## config.mk

```make
export PLATFORM = sky130hd
export DESIGN_NAME = sa_drain
export DESIGN_NICKNAME = d
export VERILOG_FILES = /design/src/rtl/sa_drain.sv
export SDC_FILE = /design/constraint.sdc
export NUM_CORES = 1
export LEC_CHECK = 0
export ABC_AREA = 0
export ABC_CLOCK_PERIOD_IN_PS = 15200
export BUFFER_PORTS_ARGS = -buffer_cell sky130_fd_sc_hd__buf_2
export CAP_MARGIN = 20
export CORE_MARGIN = 2
export CORE_UTILIZATION = 53
export DETAILED_ROUTE_END_ITERATION = 10
export GPL_TIMING_DRIVEN = 1
export HOLD_SLACK_MARGIN = 0.02
export PLACE_DENSITY = 0.78
export REMOVE_ABC_BUFFERS = 1
export SYNTH_ARGS = -nofsm -noshare
export SYNTH_HDL_FRONTEND = slang
export SYNTH_SLANG_ARGS = --single-unit
```

## constraint.sdc

```tcl
create_clock -name clk -period 15.2 [get_ports clk]
set_clock_uncertainty 0.1 [all_clocks]
set_input_delay 3.04 -clock clk [delete_from_list [all_inputs] [get_ports clk]]
set_output_delay 3.04 -clock clk [all_outputs]
set_load 0.01 [all_outputs]
```

## src/rtl/sa_drain.sv

```systemverilog
// sa_drain: deskews the systolic-array bottom-row y bus and streams aligned result rows through a register FIFO.
// Optional signed ReLU on written lanes when SA_DRAIN_RELU_EN is defined.
module sa_drain #(
  parameter int M          = 5,
  parameter int N          = 3,
  parameter int K          = 4,
  parameter int DATA_WIDTH = 32,
  parameter int FIFO_DEPTH = 8
) (
  input  logic                    clk,
  input  logic                    rst,
  input  logic                    start,
  input  logic [N*DATA_WIDTH-1:0] y_in,
  output logic                    out_valid,
  input  logic                    out_ready,
  output logic [N*DATA_WIDTH-1:0] out_data,
  output logic                    out_last,
  output logic                    busy,
  output logic                    overflow
);
  localparam int LAT = K;
  localparam int AW  = FIFO_DEPTH > 1 ? $clog2(FIFO_DEPTH) : 1;
  localparam int CW  = $clog2(FIFO_DEPTH + 1);
  localparam int WW  = $clog2(LAT + N) + 1;
  localparam int RW  = $clog2(M) + 1;
  typedef enum logic [1:0] {IDLE, WAIT, CAPTURE, DRAIN} state_t;
  state_t state, state_n;
  logic [WW-1:0] wcnt;
  logic [RW-1:0] rcnt;
  logic [N*DATA_WIDTH-1:0] row;
  logic [N*DATA_WIDTH-1:0] mem [FIFO_DEPTH];
  logic lmem [FIFO_DEPTH];
  logic [AW-1:0] wp, rp;
  logic [CW-1:0] cnt;
  logic push_req, last_w, full, pop, push;
  // lane j is delayed N-1-j cycles so every lane of a row lands on the same edge
  for (genvar j = 0; j < N; j++) begin : g_lane
    localparam int D = N - 1 - j;
    logic [DATA_WIDTH-1:0] a;
    if (D == 0) begin : g_pass
      assign a = y_in[j*DATA_WIDTH +: DATA_WIDTH];
    end else begin : g_dly
      logic [DATA_WIDTH-1:0] sr [D];
      always_ff @(posedge clk or posedge rst) begin
        if (rst) begin
          for (int i = 0; i < D; i++) sr[i] <= '0;
        end else begin
          sr[0] <= y_in[j*DATA_WIDTH +: DATA_WIDTH];
          for (int i = 1; i < D; i++) sr[i] <= sr[i-1];
        end
      end
      assign a = sr[D-1];
    end
`ifdef SA_DRAIN_RELU_EN
    assign row[j*DATA_WIDTH +: DATA_WIDTH] = a[DATA_WIDTH-1] ? '0 : a;
`else
    assign row[j*DATA_WIDTH +: DATA_WIDTH] = a;
`endif
  end
  assign push_req  = state == CAPTURE;
  assign last_w    = push_req && rcnt == RW'(M - 1);
  assign full      = cnt == CW'(FIFO_DEPTH);
  assign out_valid = cnt != '0;
  assign pop       = out_valid && out_ready;
  assign push      = push_req && (!full || pop);
  assign busy      = state != IDLE;
  assign out_data  = out_valid ? mem[rp] : '0;
  assign out_last  = out_valid && lmem[rp];
  always_comb begin
    state_n = state;
    case (state)
      IDLE:    if (start) state_n = WAIT;
      WAIT:    if (wcnt == WW'(LAT + N - 3)) state_n = CAPTURE;
      CAPTURE: if (last_w) state_n = DRAIN;
      DRAIN:   if (!out_valid || (cnt == CW'(1) && pop)) state_n = IDLE;
      default: state_n = IDLE;
    endcase
  end
  always_ff @(posedge clk or posedge rst) begin
    if (rst) begin
      state    <= IDLE;
      wcnt     <= '0;
      rcnt     <= '0;
      wp       <= '0;
      rp       <= '0;
      cnt      <= '0;
      overflow <= 1'b0;
    end else begin
      state <= state_n;
      wcnt  <= state == IDLE ? '0 : state == WAIT ? wcnt + 1'b1 : wcnt;
      rcnt  <= state == IDLE ? '0 : push_req ? rcnt + 1'b1 : rcnt;
      wp    <= wp + AW'(push);
      rp    <= rp + AW'(pop);
      cnt   <= cnt + CW'(push) - CW'(pop);
      if (state == IDLE && start) overflow <= 1'b0;
      else if (push_req && !push) overflow <= 1'b1;
    end
  end
  always_ff @(posedge clk) begin
    if (push) begin
      mem[wp]  <= row;
      lmem[wp] <= last_w;
    end
  end
endmodule

```

* Yosys cells after proc, flatten, opt, wreduce, memory -nomap -nowiden
Memories as Yosys holds them, arrays and structs flattened.
Cells that the tools add are included.
** Cells by class
- $add $sub $neg :: 6
- Multipliers :: 0
- Div/mod/pow operators :: 0
- $lt $le $gt $ge :: 0
- Equal/unequal tests :: 11
- Shift-type cells :: 0
- Mux-type cells :: 14
- Bitwise operators :: 0
- Reductions and logical operators :: 19
** Operators with widths (count)
- 96-bit two-way mux :: 1
- 4-bit two-way mux :: 4
- 4-bit by 1-bit adder with 4-bit output, second input constant :: 2
- 4-bit by 3-bit == test with 1-bit output, second input constant :: 2
- 2-bit two-way mux :: 4
- 2-bit one-hot mux with 4 select lines :: 1
- 2-bit nonzero test :: 4
- 1-bit logical AND :: 7
- 3-bit by 1-bit adder with 3-bit output :: 2
- 2-bit inequality test, second input constant :: 3
- 4-bit by 1-bit adder with 4-bit output :: 1
- 2-bit == test, second input constant :: 2
- 4-bit by 1-bit == test with 1-bit output, second input constant :: 1
- 4-bit == test, second input constant :: 1
- 1-bit two-way mux :: 4
- 4-bit AND reduction :: 1
- 4-bit nonzero test :: 1
- 4-bit by 1-bit subtractor with 4-bit output :: 1
- 1-bit zero test :: 3
- 2-bit by 1-bit == test with 1-bit output, second input constant :: 1
- 2-bit zero test :: 1
- 1-bit logical OR :: 2
- 2-bit by 1-bit inequality test with 1-bit output, second input constant :: 1
** Storage, ports and cells
- Register bits :: 117
- Latch bits :: 0
- Memory bits (writable) :: 776
- ROM bits :: 0
- Input bits :: 100
- Memories kept :: 2
** Memories
- mem :: words 8, width 96, read ports 1, clocked after memory_dff 0, write ports 1, RTL line 31 : logic [N*DATA_WIDTH-1:0] mem [FIFO_DEPTH];
- lmem :: words 8, width 1, read ports 1, clocked after memory_dff 0, write ports 1, RTL line 32 : logic lmem [FIFO_DEPTH];

* Depth between registers and ports, before layout
Gate-level depths: netlist of the first run.
- Word-level depth :: 8
- Depth in mapped cells :: 10
- Mapped depth without buffers :: 10

* Worst setup path before layout of the first run
OpenSTA, ideal clock, no wires.
- Path type :: input port to flip-flop
- From :: input port out_ready
- To :: memory lmem[0] (enable)
- Arrival :: 12469 ps
- Slack :: 1841 ps
- Stages on the path :: 4
- Buffers on the path :: 0
- Cell sequence :: nand2b_1 nand3_1 nand2_1 nor4_1
** Between the ends
- Cells in the longest elaborated chain, start to end :: 5
** Ends and longest elaborated chain
- start: declaration :: RTL line 15 : input logic out_ready,
- 1-bit logical AND :: RTL line 64 : assign pop = out_valid && out_ready;
- 1-bit logical OR :: RTL line 65 : assign push = push_req && (!full || pop);
- 1-bit logical AND :: RTL line 65
- 1-bit two-way mux :: RTL line 100 : if (push) begin
- 1-bit two-way mux (implied by the code) :: RTL line 102 : lmem[wp] <= last_w;
- end: declaration :: RTL line 32
Every way passes these cells.

* Worst setup path in the final report of the first run
- From :: register rp[1]
- To :: output port out_data[51]
** Between the ends
- Cells in the longest elaborated chain, start to end :: 2
** Ends and longest elaborated chain
- start: declaration :: RTL line 33 : logic [AW-1:0] wp, rp;
- start signal: assignment :: RTL line 93 : rp <= rp + AW'(pop);
- memory 8 x 96 bit
- 96-bit two-way mux :: RTL line 67 : assign out_data = out_valid ? mem[rp] : '0;
- end: declaration :: RTL line 16 : output logic [N*DATA_WIDTH-1:0] out_data,
Every way passes these cells.

==> flow_metrics.env, run 1 <==
export IMPL_outcome="completed"
export IMPL_cp_start_kind="register"
export IMPL_dp_cells=2294
export IMPL_period_minus_slack_ns=7.54
export IMPL_fmax_ghz=0.133
export IMPL_cts_sinks=893
export IMPL_multi_input_area_sq_um=6010
export IMPL_grt_setup_unrepaired="false"
export IMPL_drt_total_wl_mm=64.5
export IMPL_die_h_microns=252
export IMPL_finalCritPeriodShare_pct=49.6
export IMPL_final_max_slew_viol_count=0
export IMPL_synthTopCellsByArea="edfxtp_1 71%, mux4_2 11%, dfrtp_1 9.0%"
export IMPL_power_switching_w=0.00211
export IMPL_cts_clk_slew_worst_paths_ns=0.06
export IMPL_p_sw_share_pct=29.0
export IMPL_ys_ff_latch=893
export IMPL_holdWs_ns=0.250
export IMPL_vias=14664
export IMPL_worstMarginPinSlew_ns=1.23
export IMPL_critPathKind="register to output pin"
export IMPL_r2r_slack_ns=11.77
export IMPL_power_frac_comb_pct=27.3
export IMPL_cts_resized_gates=0
export IMPL_synth_most_common_cell="edfxtp_1"
export IMPL_numCtsBuffers=88
export IMPL_synth_top_cell_area_share_pct=71.3
export IMPL_syn_to_final_growth_pct=14.7
export IMPL_synthFlopType="edfxtp_1"
export IMPL_maxSlewHeadroom_pct=18.0
export IMPL_synth_edff_count=776
export IMPL_setup_tns_ns=0
export IMPL_hpwlAfterDp_mm=32.7
export IMPL_cts_root_buf="clkbuf_16"
export IMPL_clk_latency_ns=0.63
export IMPL_first_iter_violations=1158
export IMPL_vias_per_cell=5.95
export IMPL_htree_levels=3
export IMPL_synth_common_cells="776 x edfxtp_1, 162 x mux4_2, 117 x dfrtp_1, 98 x a22o_1, 32 x mux4_1"
export IMPL_nNetsFinal=1713
export IMPL_maxCapViolCount=0
export IMPL_ios=200
export IMPL_hold_viol=0
export IMPL_path_max_fanout=73
export IMPL_grt_pass1_wl_mm=96.5
export IMPL_numPortBuffers=199
export IMPL_p_leak_nw=12.9
export IMPL_gp_congestion=0.711
export IMPL_async_reset_ff_share_pct=13.1
export IMPL_hp_class="register to register"
export IMPL_pwr_share_seq_pct=42.8
export IMPL_grt_overflow=0
export IMPL_ff_latch_area_sq_um=26200
export IMPL_clock_path_buffers=3
export IMPL_grt_usage_pct=20.6
export IMPL_synth_warnings=0
export IMPL_grt_antenna_before_repair=8
export IMPL_core_area_sq_um=61400
export IMPL_grt_pass1_vias=15462
export IMPL_cts_setup_buffers=0
export IMPL_yosysTopAreaCell="edfxtp_1"
export IMPL_dr_pass1_iters=5
export IMPL_holdBufCountCts=0
export IMPL_dieArea_sq_um=63700
export IMPL_syn_area_per_cell_sq_um=24.3
export IMPL_n_fill_cell=4044
export IMPL_start_util_pct=53.3
export IMPL_syn_inst=1347
export IMPL_power_density_nw_per_um2=194
export IMPL_synthesis_area_sq_um=32700
export IMPL_setup_viol=0
export IMPL_internal_power_w=0.00517
export IMPL_synth_distinct_cells=39
export IMPL_ant_nets=0
export IMPL_cts_tree="yes"
export IMPL_arrival_ns=4.40
export IMPL_clkPwrFrac_pct=29.8
export IMPL_fin_cells=2465
export IMPL_ys_seq_area_share_pct=80.3
export IMPL_drive_gt1_share_pct=32.2
export IMPL_ir_drop_mv=0.160
export IMPL_die_w_microns=252
export IMPL_wl_per_cell_microns=26.2
export IMPL_worst_ep_required_time_ns=12.06
export IMPL_grt_max_degree=119
export IMPL_crit_path_end_kind="output pin"
export IMPL_rows=91
export IMPL_drcViolationCount=0
worst max-delay path: stages (launching register included):
cell and delay, ns:
dfrtp_4 0.97, buf_4 0.91, buf_4 0.89, mux4_2 0.42, a22o_1 0.28, buf_2 0.15
area by class of cell:
cell class	count	share of cell area, %
flip-flops and latches	893	70.0
multi-input cells	368	16.0
clock buffers	123	6.65
repair buffers	226	3.28
well taps	790	2.64
clock inverters	41	1.20
inverters	18	0.194
diodes	6	0.0400
state kept, by name, indices dropped and copies added (netlist names):
name and count:
mem 768, g_lane.a 64, g_lane.g_dly.sr 32, lmem 8, cnt 4, rcnt 4
wcnt 4, rp 3, wp 3, state 2, overflow 1
layer usage:
metal	vias up	GRT usage, %	routed length, microns
met3	79	4.51	4230
met5	-	0	31
li1	6219	-	-
met2	454	34.9	33300
met1	7908	27.2	25700
met4	4	6.19	1140
power by group through the flow:
stage | Clock, W | Sequential (W) | Combinational [W]
global route | 0.00231 | 0.00315 | 0.00213
floorplan | 0 | 0.00331 | 0.00143
detailed placement | 0 | 0.00317 | 0.00202
finish | 0.00217 | 0.00312 | 0.00199
CTS | 0.00222 | 0.00313 | 0.00203
global placement | 0 | 0.00315 | 0.00199
metrics by stage:
stage	cell area (sq um)	util [%]	power [W]	worst slack (ns)
floorplan	32200	-	0.00474	1.85
global placement	34500	56.2	0.00515	8.27
detailed placement	34500	56.2	0.00520	8.22
CTS	37500	61.0	0.00738	7.54
global route	37500	61.1	0.00759	7.43
finish	37500	61.1	0.00728	7.66
cell usage in the layout, fill, tap and decap left out, types with 2 or more instances in the layout:
cell / count
edfxtp_1: 776
clkbuf_8: 16
inv_6: 5
nor3_2: 4
diode_2: 6
nand3_1: 2
inv_1: 17
mux2i_1: 3
a21oi_1: 2
clkinv_4: 2
mux4_2: 162
nand2_1: 6
clkinv_2: 11
xnor2_1: 3
nand2b_1: 3
a22o_1: 98
clkinv_1: 12
mux4_1: 32
nand4_1: 2
nor2_1: 8
bufinv_16: 8
clkinv_8: 3
buf_2: 199
ha_1: 17
xor2_1: 7
clkbuf_1: 19
dfrtp_4: 2
clkbuf_16: 88
nor2_4: 3
dfrtp_1: 115
buf_4: 25
path summary, 6_finish.rpt:
kind,startpoint,endpoint,depth (start not counted)
setup / recovery,rp[1],out_data[51],5
hold / removal,g_lane[0].g_dly.sr[46],g_lane[0].a[14],0
setup reg to reg,state[0],mem[3][6],8
hold reg to reg,g_lane[0].g_dly.sr[46],g_lane[0].a[14],0
max in group asynchronous,rst,g_lane[0].a[21],3
min in group asynchronous,rst,g_lane[1].a[10],2
cell families after synthesis:
logic type | after synthesis | synth area share (%)
xor gates and xnor gates | 10 | 0.268
and+or+nand+nor | 35 | 0.540
buffers and inverters | 86 | 1.53
adders and majority gates | 18 | 0.712
DFF | 893 | 80.3
muxes | 198 | 13.9
AOI/OAI and AO/OA | 107 | 2.82
No activity file was read; power rests on OpenSTA's default activity.
==> inputs of run 2 (changes only) <==
--- a/config.mk
+++ b/config.mk
@@ -6,7 +6,7 @@
 export NUM_CORES = 1
 export LEC_CHECK = 0
 export ABC_AREA = 0
-export ABC_CLOCK_PERIOD_IN_PS = 15200
+export ABC_CLOCK_PERIOD_IN_PS = 7480
 export BUFFER_PORTS_ARGS = -buffer_cell sky130_fd_sc_hd__buf_2
 export CAP_MARGIN = 20
 export CORE_MARGIN = 2
==> constraint.sdc (replaced) <==
create_clock -name clk -period 7.48 [get_ports clk]
set_clock_uncertainty 0.1 [all_clocks]
set_input_delay 1.496 -clock clk [delete_from_list [all_inputs] [get_ports clk]]
set_output_delay 1.496 -clock clk [all_outputs]
set_load 0.01 [all_outputs]
==> run 2 against run 1 <==
Against the previous run: wire length down 1.8%; sequential power up 100%; sequential share of layout area about the same; critical path depth down 1; via count down 0.57%.
==> flow_metrics.env, run 2 (synthesis gave the netlist of run 1 again) <==
export IMPL_outcome="completed"
export IMPL_ios=200
export IMPL_drive_gt1_share_pct=32.2
export IMPL_fmax_ghz=0.199
export IMPL_setup_tns_ns=0
export IMPL_worstMarginPinSlew_ns=1.05
export IMPL_cts_root_buf="clkbuf_16"
export IMPL_grt_overflow=0
export IMPL_final_max_slew_viol_count=0
export IMPL_htree_levels=3
export IMPL_maxSlewHeadroom_pct=29.8
export IMPL_grt_pass1_wl_mm=96.1
export IMPL_layout_commonest_cell="edfxtp_1"
export IMPL_p_leak_nw=12.9
export IMPL_n_fill_cell=4034
export IMPL_gp_congestion=0.685
export IMPL_drt_total_wl_mm=63.3
export IMPL_vias=14581
export IMPL_path_max_fanout=45
export IMPL_clk_latency_ns=0.63
export IMPL_cts_setup_buffers=0
export IMPL_worst_ep_required_time_ns=5.88
export IMPL_cts_tree="yes"
export IMPL_grt_usage_pct=20.4
export IMPL_maxCapViolCount=0
export IMPL_finalCritPeriodShare_pct=67.1
export IMPL_die_w_microns=252
export IMPL_nNetsFinal=1713
export IMPL_numPortBuffers=199
export IMPL_cts_clk_slew_worst_paths_ns=0.06
export IMPL_holdBufCountCts=0
export IMPL_core_area_sq_um=61400
export IMPL_totalPowerFinal_w=0.0148
export IMPL_syn_to_final_growth_pct=14.8
export IMPL_ir_drop_mv=0.370
export IMPL_ant_nets=0
export IMPL_top_register="mem"
export IMPL_arrival_ns=3.42
export IMPL_crit_path_end_kind="output pin"
export IMPL_dr_pass1_iters=5
export IMPL_largest_reg_flops=768
export IMPL_setup_viol=0
export IMPL_drcViolationCount=0
export IMPL_first_iter_violations=1199
export IMPL_clock_path_buffers=3
export IMPL_holdWs_ns=0.247
export IMPL_dieArea_sq_um=63700
export IMPL_critPathKind="register to output pin"
export IMPL_grt_max_degree=168
export IMPL_grt_setup_unrepaired="false"
export IMPL_power_density_nw_per_um2=396
export IMPL_hold_viol=0
export IMPL_vias_per_cell=5.92
export IMPL_hp_class="register to register"
export IMPL_cp_start_kind="register"
export IMPL_rows=91
export IMPL_dp_cells=2295
export IMPL_hpwlAfterDp_mm=33.1
export IMPL_grt_pass1_vias=15763
export IMPL_cts_sinks=893
export IMPL_start_util_pct=53.3
export IMPL_numCtsBuffers=88
export IMPL_die_h_microns=252
export IMPL_cts_resized_gates=0
export IMPL_grt_antenna_before_repair=6
export IMPL_period_minus_slack_ns=5.02
export IMPL_layout_common_cells="776 x edfxtp_1, 199 x buf_2, 162 x mux4_2, 115 x dfrtp_1, 98 x a22o_1"
export IMPL_wl_per_cell_microns=25.7
export IMPL_fin_cells=2462
-- run 2: cell types whose count changed in the layout (fill, tap and decap cells not counted), sizes merged --
| cell | previous run | this run |
|---|---|---|
| clkbuf | 123 | 124 |
| bufinv | 8 | 10 |
| clkinv | 28 | 20 |
| clkinvlp | 1 | 7 |
| diode | 6 | 2 |
-- run 2: final timing paths --
kind	startpoint	endpoint	slack [ns]	depth (start not counted)
setup reg to reg	state[0]	mem[7][90]	3.79	7
hold reg to reg	g_lane[0].g_dly.sr[48]	g_lane[0].a[16]	0.25	0
hold / removal	g_lane[0].g_dly.sr[48]	g_lane[0].a[16]	0.25	0
setup / recovery	rp[0]	out_data[45]	2.46	4
max in group asynchronous	rst	g_lane[0].g_dly.sr[42]	5.04	3
min in group asynchronous	rst	g_lane[1].a[10]	0.85	2
-- run 2: cell type report --
cell class,count,area [sq um],share of cell area [%]
antenna,2,5.00,0.0133
clock buffer,124,2480,6.61
clock inverter,41,492,1.31
inverter,18,72.6,0.193
multi-input combinational,368,6010,16.0
sequential,893,26200,69.9
tap,790,988,2.63
timing repair buffer,226,1240,3.29
-- run 2: through the flow --
stage                     util [%]  instance area, sq um  setup slack, ns
after floorplan                  -                 32200            -4.33
after global routing          61.1                 37500             2.21
after CTS                     61.1                 37500             2.32
after global placement        56.3                 34500             3.02
final                         61.1                 37500             2.46
after detailed placement      56.3                 34500             2.96
-- run 2: power breakdown --
group / leakage [nW] / internal, W / switching (W)
logic: 3.10 / 0.00185 / 0.00219
registers: 8.40 / 0.00605 / 0.000295
clock network: 1.44 / 0.00267 / 0.00179
-- run 2: metal layers --
layer	GRT usage, %	wire length, microns	up-vias
li1	-	-	6215
met1	27.2	25700	7810
met2	34.6	32500	461
met3	3.84	3670	89
met4	6.14	1300	6
met5	0	42	-
-- run 2: critical path: stages, from the launching register on --
cell	delay, ns
dfrtp_4	1.07
buf_4	0.66
mux4_2	0.60
a22o_1	0.28
buf_2	0.15
